[src/rtl/ids_pipe.sv]
// ID stage: 2R/1W register file with write-through, destination select, immediate extension,
// load-use interlock and flush, registered into the ID/EX stage. Optional macro: IDS_FWD_EN.
module ids_pipe #(
   parameter int XLEN = 32,
   parameter int AW   = 5
) (
   input  logic            clk,
   input  logic            rst_n,
   input  logic            in_valid_i,
   output logic            in_ready_o,
   input  logic [XLEN-1:0] pc_i,
   input  logic [5:0]      op_i,
   input  logic [5:0]      func_i,
   input  logic [AW-1:0]   rs_i,
   input  logic [AW-1:0]   rt_i,
   input  logic [AW-1:0]   rd_i,
   input  logic [4:0]      shamt_i,
   input  logic [15:0]     imme_i,
   input  logic [1:0]      regdst_i,
   input  logic [1:0]      ext_mode_i,
   input  logic            ex_is_load_i,
   input  logic [AW-1:0]   ex_dst_i,
   input  logic            flush_i,
   input  logic            wb_we_i,
   input  logic [AW-1:0]   wb_addr_i,
   input  logic [XLEN-1:0] wb_data_i,
`ifdef IDS_FWD_EN
   input  logic            mem_we_i,
   input  logic [AW-1:0]   mem_addr_i,
   input  logic [XLEN-1:0] mem_data_i,
`endif
   output logic            out_valid_o,
   input  logic            out_ready_i,
   output logic [XLEN-1:0] ra_o,
   output logic [XLEN-1:0] rb_o,
   output logic [XLEN-1:0] immeo_o,
   output logic [XLEN-1:0] pco_o,
   output logic [AW-1:0]   dst_o,
   output logic [5:0]      op_o,
   output logic [5:0]      func_o,
   output logic [4:0]      shamt_o
);

   localparam int NREG = 2**AW;

   logic [XLEN-1:0] rf_q [NREG];
   logic [AW-1:0]   raddr [2];
   logic [XLEN-1:0] rdata [2];

   logic            hazard, advance, accept;
   logic [XLEN-1:0] sext, imm_d;
   logic [AW-1:0]   dst_d;

   logic            out_valid_q;
   logic [XLEN-1:0] ra_q, rb_q, imm_q, pc_q;
   logic [AW-1:0]   dst_q;
   logic [5:0]      op_q, func_q;
   logic [4:0]      shamt_q;

   always_ff @(posedge clk or negedge rst_n) begin
      if (!rst_n) begin
         for (int i = 0; i < NREG; i++) rf_q[i] <= '0;
      end else if (wb_we_i && wb_addr_i != '0) begin
         rf_q[wb_addr_i] <= wb_data_i;
      end
   end

   assign raddr[0] = rs_i;
   assign raddr[1] = rt_i;

   // Newest producer wins: EX/MEM (when built in), then the same-cycle WB write, then the array
   always_comb begin
      for (int p = 0; p < 2; p++) begin
         rdata[p] = rf_q[raddr[p]];
         if (raddr[p] == '0) rdata[p] = '0;
`ifdef IDS_FWD_EN
         else if (mem_we_i && mem_addr_i == raddr[p]) rdata[p] = mem_data_i;
`endif
         else if (wb_we_i && wb_addr_i == raddr[p]) rdata[p] = wb_data_i;
      end
   end

   assign hazard     = in_valid_i && ex_is_load_i && (ex_dst_i != '0) &&
                       ((ex_dst_i == rs_i) || (ex_dst_i == rt_i));
   assign advance    = !out_valid_q || out_ready_i;
   assign in_ready_o = advance && !hazard;
   assign accept     = in_valid_i && in_ready_o;

   // Shifting the sign-extended value also sign-extends bit 31 when XLEN > 32
   assign sext = {{(XLEN-16){imme_i[15]}}, imme_i};

   always_comb begin
      imm_d = sext;
      unique case (ext_mode_i)
         2'b00: imm_d = sext;
         2'b01: imm_d = {{(XLEN-16){1'b0}}, imme_i};
         2'b10: imm_d = sext << 16;
         2'b11: imm_d = {{(XLEN-5){1'b0}}, shamt_i};
         default: imm_d = sext;
      endcase
   end

   always_comb begin
      dst_d = '0;
      unique case (regdst_i)
         2'b00: dst_d = rt_i;
         2'b01: dst_d = rd_i;
         2'b10: dst_d = '1;
         2'b11: dst_d = '0;
         default: dst_d = '0;
      endcase
   end

   always_ff @(posedge clk or negedge rst_n) begin
      if (!rst_n) begin
         out_valid_q <= 1'b0;
         ra_q        <= '0;
         rb_q        <= '0;
         imm_q       <= '0;
         pc_q        <= '0;
         dst_q       <= '0;
         op_q        <= '0;
         func_q      <= '0;
         shamt_q     <= '0;
      end else if (advance) begin
         if (accept && !flush_i) begin
            out_valid_q <= 1'b1;
            ra_q        <= rdata[0];
            rb_q        <= rdata[1];
            imm_q       <= imm_d;
            pc_q        <= pc_i;
            dst_q       <= dst_d;
            op_q        <= op_i;
            func_q      <= func_i;
            shamt_q     <= shamt_i;
         end else begin
            out_valid_q <= 1'b0;
         end
      end else if (flush_i) begin
         out_valid_q <= 1'b0;
      end
   end

   assign out_valid_o = out_valid_q;
   assign ra_o        = ra_q;
   assign rb_o        = rb_q;
   assign immeo_o     = imm_q;
   assign pco_o       = pc_q;
   assign dst_o       = dst_q;
   assign op_o        = op_q;
   assign func_o      = func_q;
   assign shamt_o     = shamt_q;

endmodule

[config.mk]
export PLATFORM = sky130hd
export DESIGN_NAME = ids_pipe
export DESIGN_NICKNAME = d
export VERILOG_FILES = /design/src/rtl/ids_pipe.sv
export SDC_FILE = /design/constraint.sdc
export NUM_CORES = 2
export LEC_CHECK = 0
export BUFFER_PORTS_ARGS = -buffer_cell sky130_fd_sc_hd__buf_2
export CAP_MARGIN = 30
export CORE_ASPECT_RATIO = 0.9
export CORE_MARGIN = 2
export CORE_UTILIZATION = 41
export CTS_CLUSTER_SIZE = 12
export DETAILED_ROUTE_END_ITERATION = 10
export GPL_TIMING_DRIVEN = 0
export PLACE_DENSITY = 0.65
export REMOVE_ABC_BUFFERS = 1
export SLEW_MARGIN = 40
export SYNTH_ARGS = -nofsm -noshare
export SYNTH_HDL_FRONTEND = slang
export SYNTH_SLANG_ARGS = --single-unit
export TNS_END_PERCENT = 5
[constraint.sdc]
create_clock -name clk -period 4.2 [get_ports clk]
set_input_delay 0.21 -clock clk [delete_from_list [all_inputs] [get_ports clk]]
set_output_delay 0.21 -clock clk [all_outputs]
set_load 0.1 [all_outputs]
=== Yosys cells after proc, flatten, opt, wreduce, memory -nomap -nowiden ===
Index checks and enable logic that the tools add are counted.

* $lt $le $gt $ge: 4
* Eq/ne operators: 10
* Mux-type cells: 18
* Bitwise operators: 3
* Reduce and logical (&&, ||, !) cells: 23

{| class="wikitable"
|+ Operators by type and width
! operator !! count
|-
| bitwise mux 1024 bit || 1
|-
| binary-select mux 32 bit (select 5 bit) || 2
|-
| two-way mux 32 bit || 9
|-
| demux 32 bit (select 5 bit) || 1
|-
| one-hot mux 32 bit (4 select lines) || 1
|-
| == test 5 bit || 4
|-
| one-hot mux 5 bit (4 select lines) || 1
|-
| >= comparator 6 bit (second input constant) || 3
|-
| inverter 5 -> 6 bit || 3
|-
| logical AND 1 bit || 10
|-
| zero test 5 bit || 2
|-
| nonzero test 5 bit || 2
|-
| == test 2 bit (second input constant) || 4
|-
| < comparator 6 x 1 -> 1 bit (second input constant) || 1
|-
| == test 2 x 1 -> 1 bit (second input constant) || 2
|-
| zero test 2 bit || 2
|-
| zero test 1 bit || 3
|-
| two-way mux 1 bit || 3
|-
| logical OR 1 bit || 2
|-
| AND reduction 2 bit || 1
|-
| nonzero test 2 bit || 1
|}

* Flip-flop bits (word level): 1175
* Input bits: 133
* Output and inout bits: 152
* Logic and storage cells: 99

=== Logic depth before layout (Yosys ltp) ===
* Depth after elaboration: 9
* Depth in mapped cells: 11
* Depth with buffers taken out: 6

=== Worst setup path before layout ===
Ideal clock, no wire load.

* Kind: register to output
* From: register out_valid_q (netlist: out_valid_o)
* To: output in_ready_o
* Arrival: 2567 ps
* Data required time: 3990 ps
* Path slack: 1423 ps
* Cell stages (with the launch flop): 3
* Buffers on the path: 0
* Cell sequence: dfrtp_1 > nor2b_1 > a41oi_1

* Cells in the longest elaborated chain, start to end: 3

{| class="wikitable"
|+ RTL lines
! what !! RTL line !! RTL
|-
| start, declared || 54 || <nowiki>logic out_valid_q;</nowiki>
|-
| start signal, assigned || 116 || <nowiki>out_valid_q <= 1'b0;</nowiki>
|-
| start signal, assigned || 127 || <nowiki>out_valid_q <= 1'b1;</nowiki>
|-
| start signal, assigned || 137 || <nowiki>out_valid_q <= 1'b0;</nowiki>
|-
| zero test 1 bit || 85 || <nowiki>assign advance = !out_valid_q || out_ready_i;</nowiki>
|-
| logical OR 1 bit || 85 ||
|-
| logical AND 1 bit || 86 || <nowiki>assign in_ready_o = advance && !hazard;</nowiki>
|-
| end, declared || 10 || <nowiki>output logic in_ready_o,</nowiki>
|}

No other way between the ends.

=== Worst setup path after layout ===
* From: input rt_i[2]
* To: register ra_q[22] (netlist: ra_o[22])

* Cells in the longest elaborated chain, start to end: 8

{| class="wikitable"
|+ RTL lines
! what !! RTL line !! RTL
|-
| start, declared || 15 || <nowiki>input logic [AW-1:0] rt_i,</nowiki>
|-
| == test 5 bit || 84 || <nowiki>((ex_dst_i == rs_i) || (ex_dst_i == rt_i));</nowiki>
|-
| logical OR 1 bit || 84 ||
|-
| logical AND 1 bit || 83 || <nowiki>assign hazard = in_valid_i && ex_is_load_i && (ex_dst_i != '0) &&</nowiki>
|-
| zero test 1 bit || 86 ||
|-
| logical AND 1 bit || 86 ||
|-
| logical AND 1 bit || 87 || <nowiki>assign accept = in_valid_i && in_ready_o;</nowiki>
|-
| logical AND 1 bit || 126 || <nowiki>if (accept && !flush_i) begin</nowiki>
|-
| AND reduction 2 bit (no source line) || -- ||
|-
| end signal, assigned || 128 || <nowiki>ra_q <= rdata[0];</nowiki>
|-
| end, declared || 55 || <nowiki>logic [XLEN-1:0] ra_q, rb_q, imm_q, pc_q;</nowiki>
|}

No other way between the ends.
A chain may end at the register's enable or synchronous reset.

==> reports/metrics.yaml <==
yosys_register_bits: 1175
r2r-end: "ra_o[22]"
tightestPinTransition_ps: 921
maxClockFrequency_mhz: 303
status: "completed"
postRouteAntennaNets: 0
grt_overflow_total: 0
ctsResizeCount: 0
die_w_um: 409
crit_arrival_ps: 3910
synthFlopType: "dfrtp_1"
cts_buffers: 134
tns_ps: 0
crit_end: "ra_o[22]"
post-place-ws_ps: 131
place_hpwl_um: 118000
cts.clk_slew.worst_paths_ps: 50
p_per_area_mw_per_mm2: 496
cts-root-buf: "clkbuf_16"
timing.final.ws_setup_ps: 905
netSwitchingPower_mw: 11.0
fin_crit_sh_pct: 78.5
vdd_ir_drop_max_mv: 0.412
p_comb_share_pct: 24.6
antenna_found_initial: 6
yosys-top-cells-area: "dfrtp_1 (49%), mux4_2 (17%), mux2_2 (17%), mux2i_1 (4.0%), mux2_1 (2.2%)"
port-buffer-count: 284
viasPerCell: 6.07
wl_met1_um: 75400
clockPowerShare_pct: 33.1
min_path_type: "in2reg"
die_area_mm2: 0.151
start_util_pct: 41.4
p_leak_nw: 31.4
intPower_mw: 24.4
synth_top_area_share_pct: 48.5
netlist_area_mm2: 0.0606
ys_types: 46
dr.first_iter.drc_count: 3488
finalHoldViolations: 0
cpMaxStageDelayCell: "a41o_4"
ctsHoldBuffers: 120
path_max_fanout: 56
power_switching_share_pct: 31.1
vias: 39177
drive_above_1_share_pct: 46.0
grt_use_total_pct: 23.9
synth-edff-count: 0
pin_count: 285
yosysTopAreaCell: "dfrtp_1"
worstSkewPairLatency_ps: 770
syn_area_per_cell_um2: 14.5
dr.max_layer_used: "met5"
cp-end-kind: "register"
drc_errors: 0
cts_tree: "done"
htreeDepth: 4
crit_type: "in2reg"
fillCellCount: 12381
seq_power_share_pct: 42.3
areaGrowthSynthToFinish_pct: 18.0
fin_skew_ps: 35.4
ys_top_cells_by_count: "dfrtp_1 (1175), mux2_2 (921), mux4_2 (467)"
grt_pass1_vias: 40664
gp_congestion: 0.796
dr.pass1.iters: 6
clock_path_buffers: 3
crit_start: "rt_i[2]"
min_period_ps: 3300
slowest_delay_ps: 440
rows: 133
core-area_mm2: 0.146
crit_required_ps: 4820
rsz0062_at_grt: "false"
cts_setup_buffers: 0
synth_warnings: 0
grt_pass1_wl_um: 270000
synth.most_common_cell: "dfrtp_1"
grt_max_degree: 104
slew_viol_final: 0
drt-total-wl_um: 181000
maxCapViolations: 0
route.met3.wl_um: 12600
syn_inst: 4181
diodes: 0
reg2reg_depth: 10
final_nets: 4533
r2r_start: "out_valid_o"
critPathLaunchType: "primary input"
finalSetupViolCount: 0
rrSetupSlack_ps: 1700
met2_length_um: 86300
yosysSeqAreaShare_pct: 48.5
cts_sinks: 1175
post_drt_wl_per_cell_um: 28.1
cp_cell_sequence: "buf_8, buf_16, buf_16, xnor2_1, nand3_1, o22ai_1, a41o_4, buf_12, buf_12, nand3b_1, buf_6, buf_4, buf_6, o221ai_1"
ys_async_sr_fraction_pct: 100
fp.dieH_um: 369
slew_headroom_pct: 38.6
## final cells by class
cell class / count / area, um2 / share of cell area (%)
Tap cell: 1957 / 2450 / 3.42
Multi-Input combinational cell: 2551 / 29500 / 41.2
Timing Repair Buffer: 537 / 5820 / 8.13
Clock inverter: 27 / 360 / 0.504
Inverter: 1 / 8.76 / 0.0122
Clock buffer: 205 / 4000 / 5.59
Sequential cell: 1175 / 29400 / 41.1
## critical path: cells and delay by family
kind / cells / cell delay (ps)
and+or+nand+nor: 2 / 330
buffers and inverters: 8 / 2050
AOI/OAI and AO/OA: 3 / 870
xor gates and xnor gates: 1 / 170
## registers in the layout, indices dropped and copies added (netlist names)
| signal | count |
|---|---|
| func_o | 6 |
| ra_o | 32 |
| shamt_o | 5 |
| immeo_o | 32 |
| rb_o | 32 |
| out_valid_o | 1 |
| pco_o | 32 |
| op_o | 6 |
| dst_o | 5 |
| rf_q | 1024 |
## metal layers
metal | vias up | global-route usage (%)
met5 | - | 0
met4 | 4 | 9.47
met3 | 399 | 5.01
met2 | 1455 | 38.6
met1 | 20966 | 31.6
li1 | 16353 | -
## logic make-up after synthesis
logic type	after synthesis	synth area share, %
multiplexers	1754	40.8
XOR/XNOR	20	0.289
flip-flops	1175	48.5
AO/OA/AOI/OAI	397	4.14
buffers and inverters	455	3.48
AND/OR/NAND/NOR	380	2.82
## power groups by stage
| stage | Clock (mW) | Combinational [mW] | Sequential (mW) |
|---|---|---|---|
| 6_report | 11.7 | 8.74 | 15.0 |
| 3_5_place_dp | 0 | 8.65 | 15.1 |
| 5_1_grt | 12.4 | 9.25 | 15.3 |
| 3_3_place_gp | 0 | 8.62 | 15.0 |
| 2_1_floorplan | 0 | 4.37 | 16.7 |
| 4_1_cts | 12.0 | 8.78 | 14.9 |
## per-stage QoR
step                      power [mW]  utilization, %  hold slack, ps  instance area, um2  instances
after floorplan                 21.1               -           -85.6               58500       3727
after global placement          23.7            42.6             377               62400       5968
after detailed placement        23.8            45.0             161               66000       6101
after CTS                       35.7            48.8            3.71               71500       6453
after global routing            37.0            48.8            60.2               71500       6453
final                           35.5            48.8            38.1               71500       6453
## worst min path at each step
stage,startpoint,to,cells past startpoint
2_1_floorplan,rst_n,dst_o[0],0
3_3_place_gp,rf_q[1004],rf_q[1004],0
3_5_place_dp,rst_n,pco_o[19],1
4_1_cts,wb_data_i[6],ra_o[6],3
5_1_grt,ex_is_load_i,immeo_o[2],4
6_report,wb_data_i[6],ra_o[6],3
## layout by cell type (no fill, tap or decap), drive strengths merged, types with 13 or more instances in the layout
cell type       n
o22ai          90
o221ai         39
dlygate4sd3   119
a211o          13
mux4          467
nand2b         22
mux2         1042
nor3           32
o21ai          92
a21oi          79
clkbuf        205
mux2i         245
buf           418
nor2b          22
nand2         191
nor2           57
clkinv         16
a22oi          65
dfrtp        1175
nand3          21
Power figures use the tool's default switching activity.
